===== src/rtl/key_debouncer_if.sv =====
// key_debouncer_if: raw key pin in, debounced level and event pulses out.
// master drives the pin and consumes events; slave is the debouncer.
interface key_debouncer_if;
  logic iKey;
  logic oKey;
  logic oPress;
  logic oRelease;
  logic oLongPress;

  modport master (
    output iKey,
    input  oKey,
    input  oPress,
    input  oRelease,
    input  oLongPress
  );

  modport slave (
    input  iKey,
    output oKey,
    output oPress,
    output oRelease,
    output oLongPress
  );
endinterface


===== src/rtl/key_debouncer.sv =====
// key_debouncer: synchronizes and filters an active-low key pin.
// Define KEY_DEBOUNCER_REPEAT_EN for auto-repeat while long-pressed.
module key_debouncer #(
  parameter int DEBOUNCE_CYCLES = 16,
  parameter int LONG_CYCLES     = 1000,
  parameter int REPEAT_CYCLES   = 200,
  parameter int CNT_WIDTH       = 10
) (
  input logic            iClock,
  input logic            iReset,
  key_debouncer_if.slave kif
);

  localparam int CMAX = (1 << CNT_WIDTH) - 1;

  if (DEBOUNCE_CYCLES < 1 || DEBOUNCE_CYCLES > CMAX ||
      LONG_CYCLES <= DEBOUNCE_CYCLES || LONG_CYCLES > CMAX ||
      REPEAT_CYCLES < 1 || REPEAT_CYCLES > CMAX) begin : g_bad_params
    $error("key_debouncer: illegal parameter set");
  end

  localparam logic [CNT_WIDTH-1:0] CNT_ONE = CNT_WIDTH'(1);
  localparam logic [CNT_WIDTH-1:0] CNT_MAX = '1;
  localparam logic [CNT_WIDTH-1:0] DB_LAST = CNT_WIDTH'(DEBOUNCE_CYCLES - 1);
  localparam logic [CNT_WIDTH-1:0] LONG_C  = CNT_WIDTH'(LONG_CYCLES);
  localparam bit                   DB_ONE  = (DEBOUNCE_CYCLES == 1);
`ifdef KEY_DEBOUNCER_REPEAT_EN
  localparam logic [CNT_WIDTH-1:0] REP_C   = CNT_WIDTH'(REPEAT_CYCLES);
`endif

  typedef enum logic [2:0] {
    IDLE, PRESS_WAIT, HELD, LONG, REL_WAIT
  } state_e;

  state_e               state_q, state_d;
  logic [CNT_WIDTH-1:0] dbnc_q, dbnc_d;
  logic [CNT_WIDTH-1:0] hold_q, hold_d;
  logic [CNT_WIDTH-1:0] hold_inc;
  logic                 long_q, long_d;
  logic                 press_q, press_d;
  logic                 rel_q, rel_d;
  logic                 lp_q, lp_d;
  logic                 sync1_q, sync2_q;
  logic                 sync_key;

  always_ff @(posedge iClock) begin
    if (iReset) begin
      sync1_q <= 1'b1;
      sync2_q <= 1'b1;
    end else begin
      sync1_q <= kif.iKey;
      sync2_q <= sync1_q;
    end
  end

  assign sync_key = sync2_q;
  assign hold_inc = (hold_q == CNT_MAX) ? hold_q : hold_q + CNT_ONE;

  always_ff @(posedge iClock) begin
    if (iReset) begin
      state_q <= IDLE;
      dbnc_q  <= '0;
      hold_q  <= '0;
      long_q  <= 1'b0;
      press_q <= 1'b0;
      rel_q   <= 1'b0;
      lp_q    <= 1'b0;
    end else begin
      state_q <= state_d;
      dbnc_q  <= dbnc_d;
      hold_q  <= hold_d;
      long_q  <= long_d;
      press_q <= press_d;
      rel_q   <= rel_d;
      lp_q    <= lp_d;
    end
  end

  always_comb begin
    state_d = state_q;
    dbnc_d  = dbnc_q;
    hold_d  = hold_q;
    long_d  = long_q;
    press_d = 1'b0;
    rel_d   = 1'b0;
    lp_d    = 1'b0;
    unique case (state_q)
      IDLE: begin
        dbnc_d = '0;
        hold_d = '0;
        long_d = 1'b0;
        if (!sync_key) begin
          if (DB_ONE) begin
            state_d = HELD;
            press_d = 1'b1;
          end else begin
            state_d = PRESS_WAIT;
            dbnc_d  = CNT_ONE;
          end
        end
      end
      PRESS_WAIT: begin
        if (sync_key) begin
          state_d = IDLE;
          dbnc_d  = '0;
        end else if (dbnc_q == DB_LAST) begin
          state_d = HELD;
          press_d = 1'b1;
          dbnc_d  = '0;
          hold_d  = '0;
        end else begin
          dbnc_d = dbnc_q + CNT_ONE;
        end
      end
      HELD, LONG: begin
        if (sync_key) begin
          long_d = (state_q == LONG);
          if (DB_ONE) begin
            state_d = IDLE;
            rel_d   = 1'b1;
            dbnc_d  = '0;
            hold_d  = '0;
          end else begin
            state_d = REL_WAIT;
            dbnc_d  = CNT_ONE;
          end
        end else if (state_q == HELD) begin
          hold_d = hold_inc;
          if (hold_inc == LONG_C) begin
            state_d = LONG;
            lp_d    = 1'b1;
`ifdef KEY_DEBOUNCER_REPEAT_EN
            hold_d  = '0;
`endif
          end
        end else begin
`ifdef KEY_DEBOUNCER_REPEAT_EN
          // hold counter doubles as the repeat phase once long-pressed
          if (hold_inc == REP_C) begin
            press_d = 1'b1;
            hold_d  = '0;
          end else begin
            hold_d = hold_inc;
          end
`else
          hold_d = hold_inc;
`endif
        end
      end
      REL_WAIT: begin
        if (!sync_key) begin
          state_d = long_q ? LONG : HELD;
          dbnc_d  = '0;
        end else if (dbnc_q == DB_LAST) begin
          state_d = IDLE;
          rel_d   = 1'b1;
          dbnc_d  = '0;
          hold_d  = '0;
        end else begin
          dbnc_d = dbnc_q + CNT_ONE;
        end
      end
      default: state_d = IDLE;
    endcase
  end

  always_comb begin
    kif.oKey       = (state_q == HELD) || (state_q == LONG) ||
                     (state_q == REL_WAIT);
    kif.oPress     = press_q;
    kif.oRelease   = rel_q;
    kif.oLongPress = lp_q;
  end

endmodule


===== src/flat_wrapper.sv =====
// flat-port wrapper written by rule: the top's interface ports become plain ports
module key_debouncer_flat 
#(
  parameter int DEBOUNCE_CYCLES = 16,
  parameter int LONG_CYCLES     = 1000,
  parameter int REPEAT_CYCLES   = 200,
  parameter int CNT_WIDTH       = 10
)
  (iClock, iReset, kif_iKey, kif_oKey, kif_oPress, kif_oRelease, kif_oLongPress);
  key_debouncer_if kif_i ();
  input logic iClock;
  input logic iReset;
  input wire logic [$bits(kif_i.iKey)-1:0] kif_iKey;
  output wire logic [$bits(kif_i.oKey)-1:0] kif_oKey;
  output wire logic [$bits(kif_i.oPress)-1:0] kif_oPress;
  output wire logic [$bits(kif_i.oRelease)-1:0] kif_oRelease;
  output wire logic [$bits(kif_i.oLongPress)-1:0] kif_oLongPress;
  assign kif_i.iKey = kif_iKey;
  assign kif_oKey = kif_i.oKey;
  assign kif_oPress = kif_i.oPress;
  assign kif_oRelease = kif_i.oRelease;
  assign kif_oLongPress = kif_i.oLongPress;
  key_debouncer #(.DEBOUNCE_CYCLES(DEBOUNCE_CYCLES), .LONG_CYCLES(LONG_CYCLES), .REPEAT_CYCLES(REPEAT_CYCLES), .CNT_WIDTH(CNT_WIDTH)) u_core (.iClock(iClock), .iReset(iReset), .kif(kif_i));
endmodule

===== config.mk =====
export PLATFORM = sky130hd
export DESIGN_NAME = key_debouncer_flat
export DESIGN_NICKNAME = d
export VERILOG_FILES = /design/src/rtl/key_debouncer_if.sv /design/src/rtl/key_debouncer.sv /design/src/flat_wrapper.sv
export SDC_FILE = /design/constraint.sdc
export NUM_CORES = 1
export LEC_CHECK = 0
export CAP_MARGIN = 20
export CORE_ASPECT_RATIO = 1.2
export CORE_MARGIN = 3
export CORE_UTILIZATION = 25
export CTS_CLUSTER_DIAMETER = 60
export DETAILED_ROUTE_END_ITERATION = 7
export GPL_ROUTABILITY_DRIVEN = 0
export SYNTH_ARGS = -nofsm -noshare
export SYNTH_HDL_FRONTEND = slang
export SYNTH_SLANG_ARGS = --single-unit

===== constraint.sdc =====
create_clock -name iClock -period 2.4 [get_ports iClock]
set_clock_uncertainty 0.15 [all_clocks]
set_input_delay 0.36 -clock iClock [delete_from_list [all_inputs] [get_ports iClock]]
set_output_delay 0.36 -clock iClock [all_outputs]
set_load 0.05 [all_outputs]

==> qor.csv, run 1 <==
stage,metric,value,unit
final_layout,Util after Layout,30.5,%
die,Core Box Area,0.00621,mm²
place,dpl ws,0.0849,ns
sta,RSZ-0062 raised after global routing,no,
die,Die W,80.2,µm
final_layout,# fillers,677,
flow_run,number of max-cap violations,0,
sta,Final Hold Viols,0,
logic_synthesis,number of flops mapped to enable cells by yosys,0,
global_routing,gr usage total,10.8,%
final_layout,synthesis-to-layout area growth,14.5,%
drt,ANT nets after route,0,
outcome,status,completed,
drt,Avg WL per Cell,12.7,µm
setup_path,Crit path required time,2.47,ns
logic_synthesis,top area cells in the synthesized netlist,"dfxtp_1 35%, a21oi_1 7.0%, o21ai_0 6.1%",
sta,worst hold slack,0.259,ns
setup_path,worst path arrival time,2.32,ns
global_routing,first-pass GRT wire length,6540,µm
place,dpl hpwl,2760,µm
setup_path,worst setup path class,reg -> reg,
sta,Tcrit/Tclk final,94.0,%
sta,setup_tns,0,ns
global_routing,largest net degree at the start of global routing,16,
setup_path,Startpoint Class,flip-flop,
sta,fmax,443,MHz
clocking,CTS tree,yes,
clocking,root buf cell,clkbuf_8,
logic_synthesis,Synth warnings,0,
drt,vias,1578,
sta,fin worst setup slack,0.144,ns
die,Rows,31,
drt,total wire length,3860,µm
sta,Slew Limit Fails,0,
logic_synthesis,"count leader, synth",dfxtp_1,
logic_synthesis,Cell variety after synth,49,
worst_hold_path,worst min path class,reg -> reg,
logic_synthesis,Synth Net Count,221,
sta,Worst Tran Pin Value,0.497,ns
die,Die ar.,0.00763,mm²
die,I/O Pins,7,
clocking,postcts setup bufs,0,
power,Pleak,0.661,nW
logic_synthesis,Synth top area share,35.1,%
clocking,Max H-tree Level,2,
global_routing,GRT Residual Overflow,0,
drt,DRC,0,
drt,via density per instance,5.19,
logic_synthesis,"Async S/R FF share, synth",0,%
clocking,cts bufs inserted,5,
clocking,CTS sink cnt,29,
final_layout,Final nets,226,
logic_synthesis,Syn Inst Count,216,
logic_synthesis,Yosys reg bits,29,
drt,Iter 0 DRT Violations,105,
logic_synthesis,"Seq/Total Area, Yosys",35.1,%
global_routing,vias in the first global route,1461,
clocking,Clock transition at path regs,0.07,ns
logic_synthesis,syn avg cell area,7.65,µm²
power,power per standard cell area,484,mW/mm²
logic_synthesis,post-synthesis cell area,0.00165,mm²
die,Initial Util,26.6,%
sta,setup violators final,0,
final_layout,Register Area,583,µm²
setup_path,Crit Path Max Fanout,8,
final_layout,layout cell share with drive strength beyond 1,12.6,%
global_routing,initial antenna violation count,0,
setup_path,endpoint class of the critical path,flip-flop,
clocking,clock buffer depth,2,
clocking,clock latency on the worst-skew pair,0.29,ns
logic_synthesis,most instantiated cells after synthesis,"29 x dfxtp_1, 23 x a21oi_1, 20 x o21ai_0",
sta,max_slew headroom,66.7,%
logic_synthesis,top_reg_cell synth,dfxtp_1,
sta,"Min Clock Period, post-route",2.26,ns
drt,TritonRoute pass-1 iters,4,
power,VDD IR max,150,µV
final_layout,Multi-input gate area,978,µm²
die,die height,95.1,µm
logic_synthesis,most area-hungry cell type in the Yosys netlist,dfxtp_1,
place,IO Port Bufs,6,
final_layout,# diodes,0,
[flip-flops by register name, summed over array words and instances, names as in the netlist]
name                   cells
u_core.kif.oRelease        1
u_core.hold_q             10
u_core.kif.oPress          1
u_core.dbnc_q             10
u_core.kif.oLongPress      1
u_core.long_q              1
u_core.sync1_q             1
u_core.sync2_q             1
u_core.state_q             3
[cell families after synthesis]
family / Yosys count / share of synthesized area, %
compound gates: 72 / 27.3
buf+inv: 22 / 5.91
xor+xnor: 1 / 0.530
simple gates: 88 / 28.4
flops: 29 / 35.1
fa+ha+maj: 2 / 1.51
mux: 2 / 1.29
[worst max-delay path, cell delays in order (launching register included)]
cell and delay [ns]:
dfxtp_1 0.46, and3_1 0.34, nand4_1 0.18, xnor2_1 0.20, a41oi_1 0.13, or4_1 0.56
a31oi_1 0.17
[cell type report]
class,instances,share of cell area [%]
clock buffer,5,3.64
clock inverter,3,1.19
inverter,7,1.39
multi-input combinational,165,51.7
sequential,29,30.8
tap,82,5.42
timing repair buffer,13,5.82
[worst paths after layout]
kind / from / endpoint / slack [ns] / cells past startpoint
worst min-delay path: u_core.sync1_q / u_core.sync2_q / 0.26 / 1
worst max register to register: u_core.hold_q[3] / u_core.state_q[0] / 0.14 / 6
worst max-delay path: u_core.hold_q[3] / u_core.state_q[0] / 0.14 / 6
worst min register to register: u_core.sync1_q / u_core.sync2_q / 0.26 / 1
[layout by cell type (no fill, tap or decap), types with 3 or more instances in the layout]
cell type	instances
nor3b_1	3
nand4_1	6
and3_1	8
o21ai_0	20
a31oi_1	4
nand3b_1	3
inv_1	7
nand3_1	6
buf_4	8
a41oi_1	3
nor2_1	19
a22oi_1	3
clkdlybuf4s50_1	5
nand2_1	16
nor3_1	7
a21oi_1	22
dfxtp_1	27
a211oi_1	3
or2_2	3
clkinvlp_4	3
clkbuf_8	5
and2_1	3
[metrics by stage]
stage                     instance area, µm²  std cells  total power (W)
after floorplan                         1650        216         0.000508
after global placement                  1790        296         0.000518
after detailed placement                1790        296         0.000518
after CTS                               1890        304         0.000931
after global routing                    1890        304         0.000957
final                                   1890        304         0.000915
[layer usage]
| layer | up-vias | track usage, % | share of wire [%] |
|---|---|---|---|
| met5 | - | 0 | 0 |
| met1 | 745 | 12.7 | 46 |
| met4 | 0 | 4.23 | 1.5 |
| met2 | 24 | 18.9 | 49 |
| li1 | 803 | - | - |
| met3 | 6 | 2.65 | 3.1 |
[where the power goes]
group          switching, W  internal [W]   total, W
clock              0.000206      0.000203   0.000409
combinational     0.0000124    0.00000823  0.0000206
sequential       0.00000283      0.000483   0.000486
total              0.000221      0.000694   0.000915
[repair_timing]
item                       4_1_cts  5_1_grt
hold buffers                     0        0
resized for setup                0        3
setup endpoints to repair        0        9
No activity file was read; power rests on OpenSTA's default activity.
==> inputs of run 2 (changes only) <==
--- a/constraint.sdc
+++ b/constraint.sdc
@@ -3,3 +3,3 @@
 set_input_delay 0.36 -clock iClock [delete_from_list [all_inputs] [get_ports iClock]]
 set_output_delay 0.36 -clock iClock [all_outputs]
-set_load 0.05 [all_outputs]
+set_load 0.005 [all_outputs]
==> qor.csv, run 2 (synthesis gave the netlist of run 1 again) <==
stage,metric,value,unit,change
final_layout,post-route cell area,0.00194,mm²,was 0.00189 mm²
sta,fmax,439,MHz,was 443 MHz
place,IO Port Bufs,6,,unchanged
drt,Iter 0 DRT Violations,67,,was 105
setup_path,"Slowest-stage cell, CP",or4_1,,unchanged
final_layout,Final nets,226,,unchanged
setup_path,endpoint class of the critical path,flip-flop,,unchanged
die,Rows,31,,unchanged
final_layout,layout cell share with drive strength beyond 1,12.2,%,was 12.6%
power,power per standard cell area,577,mW/mm²,was 484 mW/mm²
setup_path,CP bufs+invs,0,,unchanged
sta,setup violators final,0,,unchanged
sta,setup_tns,0,ns,unchanged
sta,Slew Limit Fails,0,,unchanged
setup_path,Startpoint Class,flip-flop,,unchanged
final_layout,synthesis-to-layout area growth,17.2,%,was 14.5%
clocking,postcts setup bufs,0,,unchanged
die,Initial Util,26.6,%,unchanged
worst_hold_path,worst min path class,reg -> reg,,unchanged
setup_path,Crit Path Max Fanout,5,,was 8
global_routing,GRT Residual Overflow,0,,unchanged
drt,Avg WL per Cell,12.8,µm,was 12.7 µm
place,DP Area,0.00180,mm²,was 0.00179 mm²
outcome,status,completed,,unchanged
setup_path,Crit path required time,2.46,ns,was 2.47 ns
drt,DRC,0,,unchanged
drt,TritonRoute pass-1 iters,4,,unchanged
final_layout,# diodes,0,,unchanged
global_routing,gr usage total,11.0,%,was 10.8%
drt,vias,1562,,"was 1,578"
global_routing,largest net degree at the start of global routing,16,,unchanged
sta,RSZ-0062 raised after global routing,no,,unchanged
setup_path,crit path cell chain,ha_1 > nand4_2 > or3_1 > nor3_2 > a41oi_1 > or4_1 > a31oi_1,,was and3_1 > nand4_1 > xnor2_1 > a41oi_1 > or4_1 > a31oi_1
final_layout,Largest regs,"u_core.dbnc_q (10), u_core.hold_q (10), u_core.state_q (3)",,unchanged
setup_path,worst path arrival time,2.34,ns,was 2.32 ns
setup_path,worst setup path class,reg -> reg,,unchanged
sta,"Min Clock Period, post-route",2.28,ns,was 2.26 ns
drt,via density per instance,5.14,,was 5.19
drt,ANT nets after route,0,,unchanged
sta,Final Hold Viols,0,,unchanged
clocking,CTS tree,yes,,unchanged
clocking,root buf cell,clkbuf_8,,unchanged
clocking,clock latency on the worst-skew pair,0.29,ns,about the same
setup_path,Top delay family on crit path,simple AND/OR/NAND/NOR gates,,unchanged
sta,max_slew headroom,68.4,%,was 66.7%
flow_run,number of max-cap violations,0,,unchanged
final_layout,Util after Layout,31.2,%,was 30.5%
clocking,Max H-tree Level,2,,unchanged
die,Core Box Area,0.00621,mm²,unchanged
place,dpl hpwl,2780,µm,was 2760 µm
global_routing,first-pass GRT wire length,6660,µm,was 6540 µm
setup_path,CP max stage delay,0.56,ns,about the same
clocking,CTS sink cnt,29,,unchanged
sta,Tcrit/Tclk final,94.9,%,was 94.0%
die,die height,95.1,µm,unchanged
power,Pleak,0.689,nW,was 0.661 nW
final_layout,"most common cell after layout, fill and taps aside",dfxtp_1,,unchanged
drt,total wire length,3900,µm,was 3860 µm
clocking,cts bufs inserted,5,,unchanged
global_routing,initial antenna violation count,0,,unchanged
die,Die W,80.2,µm,unchanged
clocking,clock buffer depth,2,,unchanged
die,Die ar.,0.00763,mm²,unchanged
sta,Worst Tran Pin Value,0.473,ns,was 0.497 ns
final_layout,most frequent cells in the layout,"28 x dfxtp_1, 22 x a21oi_1, 20 x o21ai_0",,"was 27 x dfxtp_1, 22 x a21oi_1, 20 x o21ai_0"
die,I/O Pins,7,,unchanged
power,VDD IR max,208,µV,was 150 µV
setup_path,R2R Setup Slk,0.12,ns,was 0.14 ns
clocking,Clock transition at path regs,0.07,ns,about the same
global_routing,vias in the first global route,1489,,"was 1,461"
-- run 2: layout make-up --
type / count / area, µm²
tap: 82 / 103
sequential: 29 / 582
clock buffer: 5 / 68.8
clock inverter: 3 / 65.1
timing repair buffer: 13 / 113
multi-input combinational: 165 / 980
fill: 681 / 4270
inverter: 7 / 26.3
-- run 2: power breakdown --
| group | switching, W | internal, W |
|---|---|---|
| Combinational | 0.0000123 | 0.00000824 |
| Sequential | 0.00000282 | 0.000483 |
| Clock | 0.000199 | 0.000412 |
| Total | 0.000214 | 0.000904 |
-- run 2: stage by stage --
step / worst slack, ns / cells / hold slack, ns / total power [W]
after floorplan: 0.0290 / 216 / 0.239 / 0.000508
after detailed placement: 0.0867 / 296 / 0.258 / 0.000518
after CTS: 0.0814 / 304 / 0.282 / 0.00113
after global routing: 0.0000364 / 304 / 0.290 / 0.00116
final: 0.122 / 304 / 0.277 / 0.00112
after global placement: 0.131 / 296 / 0.253 / 0.000518
-- run 2: path summary, 6_finish.rpt --
check | start | end | depth (start not counted)
setup / recovery | u_core.hold_q[1] | u_core.state_q[0] | 7
hold / removal | u_core.sync1_q | u_core.sync2_q | 1
setup reg to reg | u_core.hold_q[1] | u_core.state_q[0] | 7
hold reg to reg | u_core.sync1_q | u_core.sync2_q | 1
-- run 2: what timing repair did --
item	4_1_cts	5_1_grt
setup endpoints to repair	0	3
gates resized for setup	0	3
hold buffers	0	0
-- run 2: per-layer routing --
| layer | vias to the layer above | GRT usage, % | share of wire, % |
|---|---|---|---|
| met5 | - | 0 | 0 |
| met3 | 5 | 2.93 | 3.5 |
| met1 | 734 | 12.8 | 45 |
| met2 | 21 | 19.2 | 50 |
| met4 | 0 | 4.08 | 1.3 |
| li1 | 802 | - | - |
==> inputs of run 3 (changes only) <==
Settings changed: CTS_BUF_LIST set to sky130_fd_sc_hd__clkbuf_8.
==> results of run 3 <==
Final layout, timing and power as in run 2 (identical DEF).
